## config.mk

```make
export PLATFORM = sky130hd
export DESIGN_NAME = chimp_grid_drawer
export DESIGN_NICKNAME = d
export VERILOG_FILES = /design/src/rtl/chimp_grid_drawer.sv
export SDC_FILE = /design/constraint.sdc
export NUM_CORES = 1
export LEC_CHECK = 0
export CORE_MARGIN = 5
export CORE_UTILIZATION = 45
export CTS_CLUSTER_DIAMETER = 100
export DETAILED_ROUTE_END_ITERATION = 8
export DONT_BUFFER_PORTS = 1
export HOLD_SLACK_MARGIN = 0.1
export RECOVER_POWER = 25
export SYNTH_ARGS = -nofsm -noshare
export SYNTH_HDL_FRONTEND = slang
export SYNTH_SLANG_ARGS = --single-unit
```

## constraint.sdc

```tcl
create_clock -name clk -period 3.9 [get_ports clk]
set_input_delay 0.39 -clock clk [delete_from_list [all_inputs] [get_ports clk]]
set_output_delay 0.39 -clock clk [all_outputs]
set_load 0.03 [all_outputs]
```

## src/rtl/chimp_grid_drawer.sv

```systemverilog
// Redraws the chimp game's tile grid into the shared VGA plotter.
// For each tile it reads one descriptor and paints a 16x16 block: blank, hidden, or a number.
//
// state  | meaning
// IDLE   | waiting for iStart
// FETCH  | oTileIdx presented; descriptor arrives next cycle
// DRAW   | 256 pixels of the current tile, one per cycle
// DONE   | one-cycle completion pulse; restarts if a redraw is pending
module chimp_grid_drawer #(
  parameter int COLS  = 8,
  parameter int ROWS  = 5,
  parameter int PITCH = 20,
  parameter int X0    = 2,
  parameter int Y0    = 10
) (
  input  logic       clk,
  input  logic       iReset,
  input  logic       iStart,
  output logic [5:0] oTileIdx,
  input  logic [6:0] iTile,
  output logic [7:0] oX,
  output logic [6:0] oY,
  output logic [2:0] oColour,
  output logic       oPlot,
  output logic       oBusy,
  output logic       oDone
);

  localparam int LAST = COLS * ROWS - 1;

  typedef enum logic [1:0] {S_IDLE, S_FETCH, S_DRAW, S_DONE} state_t;

  state_t     r_state, w_next;
  logic [3:0] r_px, r_py;
  logic [2:0] r_col, r_row;
  logic [5:0] r_tile;
  logic [6:0] r_desc;
  logic       r_pending;
  logic [7:0] r_x_hold;
  logic [6:0] r_y_hold;
  logic [2:0] r_c_hold;

  logic       w_first, w_last_px, w_last_tile, w_digit;
  logic [6:0] w_desc;
  logic [4:0] w_n;
  logic [3:0] w_tens, w_units;
  logic [2:0] w_gr, w_tens_row, w_units_row, w_colour;
  logic [7:0] w_x;
  logic [6:0] w_y;

  function automatic logic [2:0] glyph_row(input logic [3:0] d, input logic [2:0] r);
    logic [14:0] g;
    case (d)
      4'd0:    g = 15'o75557;
      4'd1:    g = 15'o26227;
      4'd2:    g = 15'o71747;
      4'd3:    g = 15'o71717;
      4'd4:    g = 15'o55711;
      4'd5:    g = 15'o74717;
      4'd6:    g = 15'o74757;
      4'd7:    g = 15'o71111;
      4'd8:    g = 15'o75757;
      4'd9:    g = 15'o75717;
      default: g = '0;
    endcase
    case (r)
      3'd0:    return g[14:12];
      3'd1:    return g[11:9];
      3'd2:    return g[8:6];
      3'd3:    return g[5:3];
      3'd4:    return g[2:0];
      default: return 3'b000;
    endcase
  endfunction

  assign w_first     = (r_px == 4'd0) && (r_py == 4'd0);
  assign w_last_px   = (r_px == 4'd15) && (r_py == 4'd15);
  assign w_last_tile = (r_tile == 6'(LAST));
  // The descriptor is only guaranteed valid on the first DRAW cycle.
  assign w_desc      = w_first ? iTile : r_desc;
  assign w_n         = w_desc[4:0];
  assign w_tens      = 4'(w_n / 5'd10);
  assign w_units     = 4'(w_n % 5'd10);
  assign w_gr        = 3'((r_py - 4'd3) >> 1);
  assign w_tens_row  = glyph_row(w_tens, w_gr);
  assign w_units_row = glyph_row(w_units, w_gr);
  assign w_x         = 8'(X0) + 8'(r_col) * 8'(PITCH) + {4'd0, r_px};
  assign w_y         = 7'(Y0) + 7'(r_row) * 7'(PITCH) + {3'd0, r_py};

  always_comb begin
    w_digit  = 1'b0;
    w_colour = 3'b000;
    if (r_py >= 4'd3 && r_py <= 4'd12) begin
      if (r_px >= 4'd1 && r_px <= 4'd6 && w_n >= 5'd10)
        w_digit = w_tens_row[2'd2 - 2'((r_px - 4'd1) >> 1)];
      else if (r_px >= 4'd9 && r_px <= 4'd14)
        w_digit = w_units_row[2'd2 - 2'((r_px - 4'd9) >> 1)];
    end
    if (!w_desc[6])      w_colour = 3'b000;
    else if (!w_desc[5]) w_colour = 3'b111;
    else                 w_colour = w_digit ? 3'b111 : 3'b001;
  end

  always_comb begin
    w_next = r_state;
    oPlot  = 1'b0;
    oBusy  = 1'b0;
    oDone  = 1'b0;
    case (r_state)
      S_IDLE:  if (iStart) w_next = S_FETCH;
      S_FETCH: begin
        oBusy  = 1'b1;
        w_next = S_DRAW;
      end
      S_DRAW: begin
        oBusy = 1'b1;
        oPlot = 1'b1;
        if (w_last_px) w_next = w_last_tile ? S_DONE : S_FETCH;
      end
      S_DONE: begin
        oDone  = 1'b1;
        w_next = (r_pending || iStart) ? S_FETCH : S_IDLE;
      end
      default: w_next = S_IDLE;
    endcase
  end

  always_ff @(posedge clk or posedge iReset) begin
    if (iReset) r_state <= S_IDLE;
    else        r_state <= w_next;
  end

  always_ff @(posedge clk or posedge iReset) begin
    if (iReset) begin
      r_px      <= '0;
      r_py      <= '0;
      r_col     <= '0;
      r_row     <= '0;
      r_tile    <= '0;
      r_desc    <= '0;
      r_pending <= 1'b0;
      r_x_hold  <= '0;
      r_y_hold  <= '0;
      r_c_hold  <= '0;
    end else begin
      if (r_state == S_DONE)
        r_pending <= 1'b0;
      else if (iStart && r_state != S_IDLE)
        r_pending <= 1'b1;

      if (r_state == S_DRAW) begin
        r_x_hold <= w_x;
        r_y_hold <= w_y;
        r_c_hold <= w_colour;
        if (w_first) r_desc <= iTile;
        r_px <= r_px + 4'd1;
        if (r_px == 4'd15) r_py <= r_py + 4'd1;
        if (w_last_px && !w_last_tile) begin
          r_tile <= r_tile + 6'd1;
          if (r_col == 3'(COLS - 1)) begin
            r_col <= '0;
            r_row <= r_row + 3'd1;
          end else begin
            r_col <= r_col + 3'd1;
          end
        end
      end else if (w_next == S_FETCH) begin
        r_tile <= '0;
        r_col  <= '0;
        r_row  <= '0;
        r_px   <= '0;
        r_py   <= '0;
      end
    end
  end

  assign oTileIdx = r_tile;
  assign oX       = (r_state == S_DRAW) ? w_x : r_x_hold;
  assign oY       = (r_state == S_DRAW) ? w_y : r_y_hold;
  assign oColour  = (r_state == S_DRAW) ? w_colour : r_c_hold;

endmodule

```

; ---- After elaboration in Yosys (flattened, before gate mapping)
; Memory sizes are Yosys's and may differ from the RTL's.
; Index checks and enable logic that the tools add are counted.
[totals]
register_bits = 48
latch_bits = 0
ramBits = 0
mem_bits_ro = 480
in_bits = 10
output_inout_bits = 27
wordCells = 116
mem_count = 2
[classes]
n_addsub = 14
mul = 2
div_mod_pow = 2
magnitude_cmp = 9
n_eq_ne = 15
shifts = 0
n_mux = 40
bitwise = 0
reduce_logical = 21
[mem_list]
columns = name, depth, word_bits, read_ports, rd_ports_with_merged_regs, write_ports, line_no
row1 = (no name shown), 16, 15, 1, 0, 0, 53  ; case (d)
row2 = (no name shown), 16, 15, 1, 0, 0, 53
[ops]
columns = operator, n
row1 = $mux 3, 11
row2 = $pmux 3 s5, 2
row3 = $mux 6, 3
row4 = $mux 4, 4
row5 = $mux 7, 2
row6 = $mux 1, 11
row7 = $add 2x8->8 const A, 1
row8 = $add 4x1->4 const B, 2
row9 = $add 8x4->8, 1
row10 = $eq 4x4->1 const B, 2
row11 = $le 4x4->1 const B, 2
row12 = $logic_and 1x1->1, 8
row13 = $logic_not 4->1, 2
row14 = $mux 8, 1
row15 = $pmux 2 s4, 1
row16 = $add 4x7->7 const A, 1
row17 = $add 7x4->7, 1
row18 = $add 3x1->3 const B, 2
row19 = $add 6x1->6 const B, 1
row20 = $eq 3x2->1 const B, 2
row21 = $eq 3x3->1 const B, 2
row22 = $eq 6x6->1 const B, 1
row23 = $lt 2x3->1 const B, 2
row24 = $mul 3x3->6 const B, 1
row25 = 25 further kinds, 37

; ---- Depth between registers and ports, before layout
; An unclocked memory read counts as a cell.
[logic_depth]
ltp_word = 15
mapped_depth = 20
depth_no_buf = 18

; ---- Worst setup path before layout
; OpenSTA, ideal clock, no wires.
[synth_timing]
path_kind = flip-flop to output port
from = register r_py[0]
to = output oColour[1]
arrival_time_ns = 3.470
required_ns = 3.510
setup_slack_ns = 0.040
path_stages_with_launch = 21
path_buffers = 2
path_cell_list = dfrtp_1 > clkbuf_1 > inv_1 > ha_1 > nor4b_4 > nand3b_2 > clkbuf_1 > nand2_1 > nand2_1 > maj3_1 > nand2_1 > a31oi_1 > ha_1 > mux2i_1 > a32o_1 > a31oi_1 > o21ai_0 > a31o_2 > a21oi_1 > o32a_1 > o21ai_1
[synth_between]
elab_chain_len = 15
elab_cells_between_ends = 31
classes_between = add/sub (1) / div (2) / order compare (3) / eq/ne (4) / mux (14) / reduce/logical (5) / memory (2)
[synth_lines]
columns = element, line_no
row1 = "start, declared", 34  ; logic [3:0] r_px, r_py;
row2 = "start signal, assigned", 157  ; if (r_px == 4'd15) r_py <= r_py + 4'd1;
row3 = $logic_not 4->1, 76  ; assign w_first = (r_px == 4'd0) && (r_py == 4'd0);
row4 = $logic_and 1x1->1, 76
row5 = $mux 7, -
row6 = $mod 5x4->5, 83  ; assign w_units = 4'(w_n % 5'd10);
row7 = $mem_v2 16x15, -
row8 = $pmux 3 s5, 66  ; case (r)
row9 = $bmux 1 s2, 97  ; w_digit = w_units_row[2'd2 - 2'((r_px - 4'd9) >> 1)];
row10 = $mux 1 (implied by the code), 97
row11 = $mux 1, 96  ; else if (r_px >= 4'd9 && r_px <= 4'd14)
row12 = $mux 1, 94  ; if (r_px >= 4'd1 && r_px <= 4'd6 && w_n >= 5'd10)
row13 = $mux 1, 93  ; if (r_py >= 4'd3 && r_py <= 4'd12) begin
row14 = $mux 3, 101  ; else w_colour = w_digit ? 3'b111 : 3'b001;
row15 = $mux 3, 100  ; else if (!w_desc[5]) w_colour = 3'b111;
row16 = $mux 3 *, 99  ; if (!w_desc[6]) w_colour = 3'b000;
row17 = $mux 3 *, -
row18 = "end, declared", 23  ; output logic [2:0] oColour,
; Mark *: on every way between the ends. The rest lies on a longest branch, timed or not. The select of a mux whose other input is x is not followed.

; ---- Worst setup path after layout
[layout_timing]
from = register r_py[1]
to = output oColour[1]
; Same word-level chain as after synthesis.

==> reports/metrics.yaml <==
run_status: "finished, violations left"
startpoint_type: "register"
power.ir.vdd_worst_mv: 0.420
grt_first_pass_wirelength_mm: 14.7
grt_max_degree: 49
p_int_w: 0.00156
synth_warnings: 0
fin_cells: 543
die_x_um: 100
syn_area_sq_mm: 0.00368
cts_buffers: 5
p_sw_share_pct: 49.6
p_leak_nw: 1.86
crit_chain: "inv_2 > ha_2 > nor4b_4 > buf_4 > nand3b_4 > buf_4 > buf_4 > mux2i_4 > buf_4 > ha_4 > and3_4 > o211ai_1 > o21ai_1 > a31o_2 > a21oi_2 > o32a_1 > o21ai_4"
postRouteAntennaNets: 0
synth_edf_count: 0
synth_area_per_cell_sq_um: 8.98
hold_violations: 0
antenna_found_initial: 0
grt_usage_pct: 17.9
firstDrtPassIters: 4
place_ws_ns: 0.0612
path_buf_inv: 5
row_count: 33
insertion_delay_ns: 0.31
combinationalPowerShare_pct: 65.3
die_area_sq_mm: 0.0101
criticalPathCategory: "register to output pin"
max_clock_freq_mhz: 252
seq_power_share_pct: 25.0
ys_top_cells_by_area: "dfrtp_1 33%, ha_1 13%, mux2_2 4.6%, o21ai_0 4.3%, nand2_1 4.3%"
syn_nets: 460
endpoint_kind: "output pin"
fin_worst_skew_ns: 0.0111
maxCapViolCount: 1
gp_congestion: 0.853
syn_inst: 410
htreeDepth: 2
reg2reg_slack_ns: 0.47
synthToLayoutAreaGrowth_pct: 15.1
critPathMostFrequentCell: "buf_4"
core_area_sq_mm: 0.00809
synth_cell_type_count: 57
first_iter_violations: 127
clk_pin_slew_ns: 0.09
drive_gt1_share_pct: 21.5
setup_tns_ns: -0.139
setup_viol: 2
grt_pass1_vias: 2988
dp_hpwl_mm: 5.84
clkPwrFrac_pct: 9.7
fin_nets: 487
insertedDiodeCount: 0
async_flop_share_pct: 100
io-pin-count: 37
cp.required_ns: 3.51
vias: 3003
slowest_delay_ns: 0.40
wire_per_inst_um: 15.8
ys_seq_area_share_pct: 32.6
setup_ws_ns: -0.0748
start_util_pct: 45.5
crit_family: "compound AO/OA/AOI/OAI gates"
slew_headroom_pct: -21.8
finish.utilization_pct: 52.4
place_inst: 507
drv_slew: 49
cts_root_buf: "clkbuf_8"
hp-class: "primary input to register"
drt_wl_total_mm: 8.57
cts.sinks: 48
cts_tree: "yes"
portBuffers: 0
ys_ff_latch: 48
clockBufferDepth: 2
violations: "capacitance limit, slew limit, setup timing"
crit_fanout: 7
cp_data_arrival_time_ns: 3.58
rsz0062_at_grt: "yes"
fp.dieH_um: 100
gr-total-overflow: 0
period_share_pct: 102
yosys_most_used_dff: "dfrtp_1"
via_per_inst: 5.53
period_needed_ns: 3.97
netSwitchingPower_w: 0.00153
crit_slowest_cell: "dfrtp_1"
cellPowerDensity_mw_per_mm2: 730
synth_top_area_cell: "dfrtp_1"
synth.top_cell.area_share_pct: 32.6
drc_errors: 0
worstMarginPinSlew_ns: 1.83
==> power groups by stage <==
stage               combinational [W]  sequential [W]  clock (W)
detailed placement            0.00173        0.000777          0
finish                        0.00202        0.000773   0.000300
global route                  0.00225        0.000794   0.000335
CTS                           0.00192        0.000771   0.000313
floorplan                     0.00142        0.000731          0
global placement              0.00170        0.000770          0
==> registers in the layout, indices dropped and copies added (netlist names) <==
signal / flops
r_c_hold: 3
r_col: 3
r_py: 4
r_state: 2
oTileIdx: 6
r_px: 4
r_x_hold: 8
r_desc: 7
r_row: 3
r_y_hold: 7
r_pending: 1
==> worst paths after layout <==
kind                            from     endpoint  depth (start not counted)
setup reg to reg             r_py[1]  r_c_hold[1]                         17
hold / removal                iStart    r_pending                          2
max in group asynchronous     iReset      r_px[0]                          1
setup / recovery             r_py[1]   oColour[1]                         17
hold reg to reg            r_desc[5]    r_desc[5]                          1
min in group asynchronous     iReset  r_x_hold[3]                          1
==> cell type report <==
cell class                 instances  area, sq um
multi-input combinational        314         2410
clock buffer                       7         76.3
clock inverter                     1         8.76
sequential                        48         1200
timing repair buffer              42          315
inverter                          26         97.6
fill                             781         3850
tap                              105          131
==> synth_stat cells (all sizes together) (2+ instances only) <==
master   instances
o31a             2
mux2i            9
or3              2
a31o             3
a31oi            7
o311ai           2
and2             2
o22ai            5
and3             3
nand4            4
nor2            25
nand2b           7
nand3           12
a21oi           29
a211oi           2
fa               2
dfrtp           48
nand3b           5
o21ai           34
xor2             8
nor3             2
buf             10
nor3b            3
nor2b            7
a311oi           4
mux2            15
ha              38
nand2           42
nor4bb           3
o211ai           3
inv             25
a21o             2
xnor2           12
o2111ai          4
clkbuf          12
==> logic make-up after synthesis <==
group | count (synthesis) | synth area share (%)
muxes | 24 | 7.37
xor gates and xnor gates | 20 | 4.76
and+or+nand+nor | 123 | 17.4
buffers and inverters | 48 | 5.81
AOI/OAI and AO/OA | 106 | 17.8
DFF | 48 | 32.6
adders and majority gates | 41 | 14.3
==> metrics by stage <==
step | hold WS (ns) | total power, W | instance area, sq um
after global placement | 0.475 | 0.00247 | 3800
after CTS | 0.218 | 0.00300 | 4180
after global routing | 0.215 | 0.00337 | 4240
after floorplan | 0.457 | 0.00215 | 3680
after detailed placement | 0.489 | 0.00251 | 3800
final | 0.227 | 0.00310 | 4240
==> routing by layer <==
metal | share of wire [%] | track usage (%)
met5 | 0 | 0
met4 | 1.3 | 4.87
met3 | 4.9 | 4.43
met2 | 47 | 28.8
met1 | 47 | 24.0
==> repair_timing <==
action | CTS | global route
endpoints found under the setup margin | 2 | 3
pin swaps | 7 | 13
setup buffers | 26 | 4
hold buffers | 0 | 0
gates resized for setup | 22 | 12
==> layout by cell type (no fill, tap or decap), types with 3 or more instances in the layout <==
master and count:
a21oi_1 28, a311oi_1 3, a31o_2 3, a31oi_1 6
buf_4 42, clkbuf_8 5, dfrtp_1 47, ha_1 35
inv_1 22, inv_2 3, mux2_2 14, mux2i_1 6
mux2i_4 3, nand2_1 37, nand2_2 5, nand2b_1 6
nand3_1 12, nand3b_1 4, nand4_1 4, nor2_1 25
nor2b_1 7, nor3b_1 3, nor4bb_1 3, o2111ai_1 4
o211ai_1 3, o21ai_0 29, o21ai_1 3, o22ai_1 5
xnor2_1 12, xor2_1 8
==> worst register-to-register path, delay by kind of cell, from the launching register on <==
| family | cells | cell delay [ns] |
|---|---|---|
| adder cells (fa/ha/maj) | 2 | 0.40 |
| multiplexers | 1 | 0.19 |
| flip-flops | 1 | 0.40 |
| AO/OA/AOI/OAI | 6 | 1.06 |
| AND/OR/NAND/NOR | 3 | 0.48 |
| buffers and inverters | 5 | 0.76 |
Note: power is estimated with default switching activity, not from simulation.
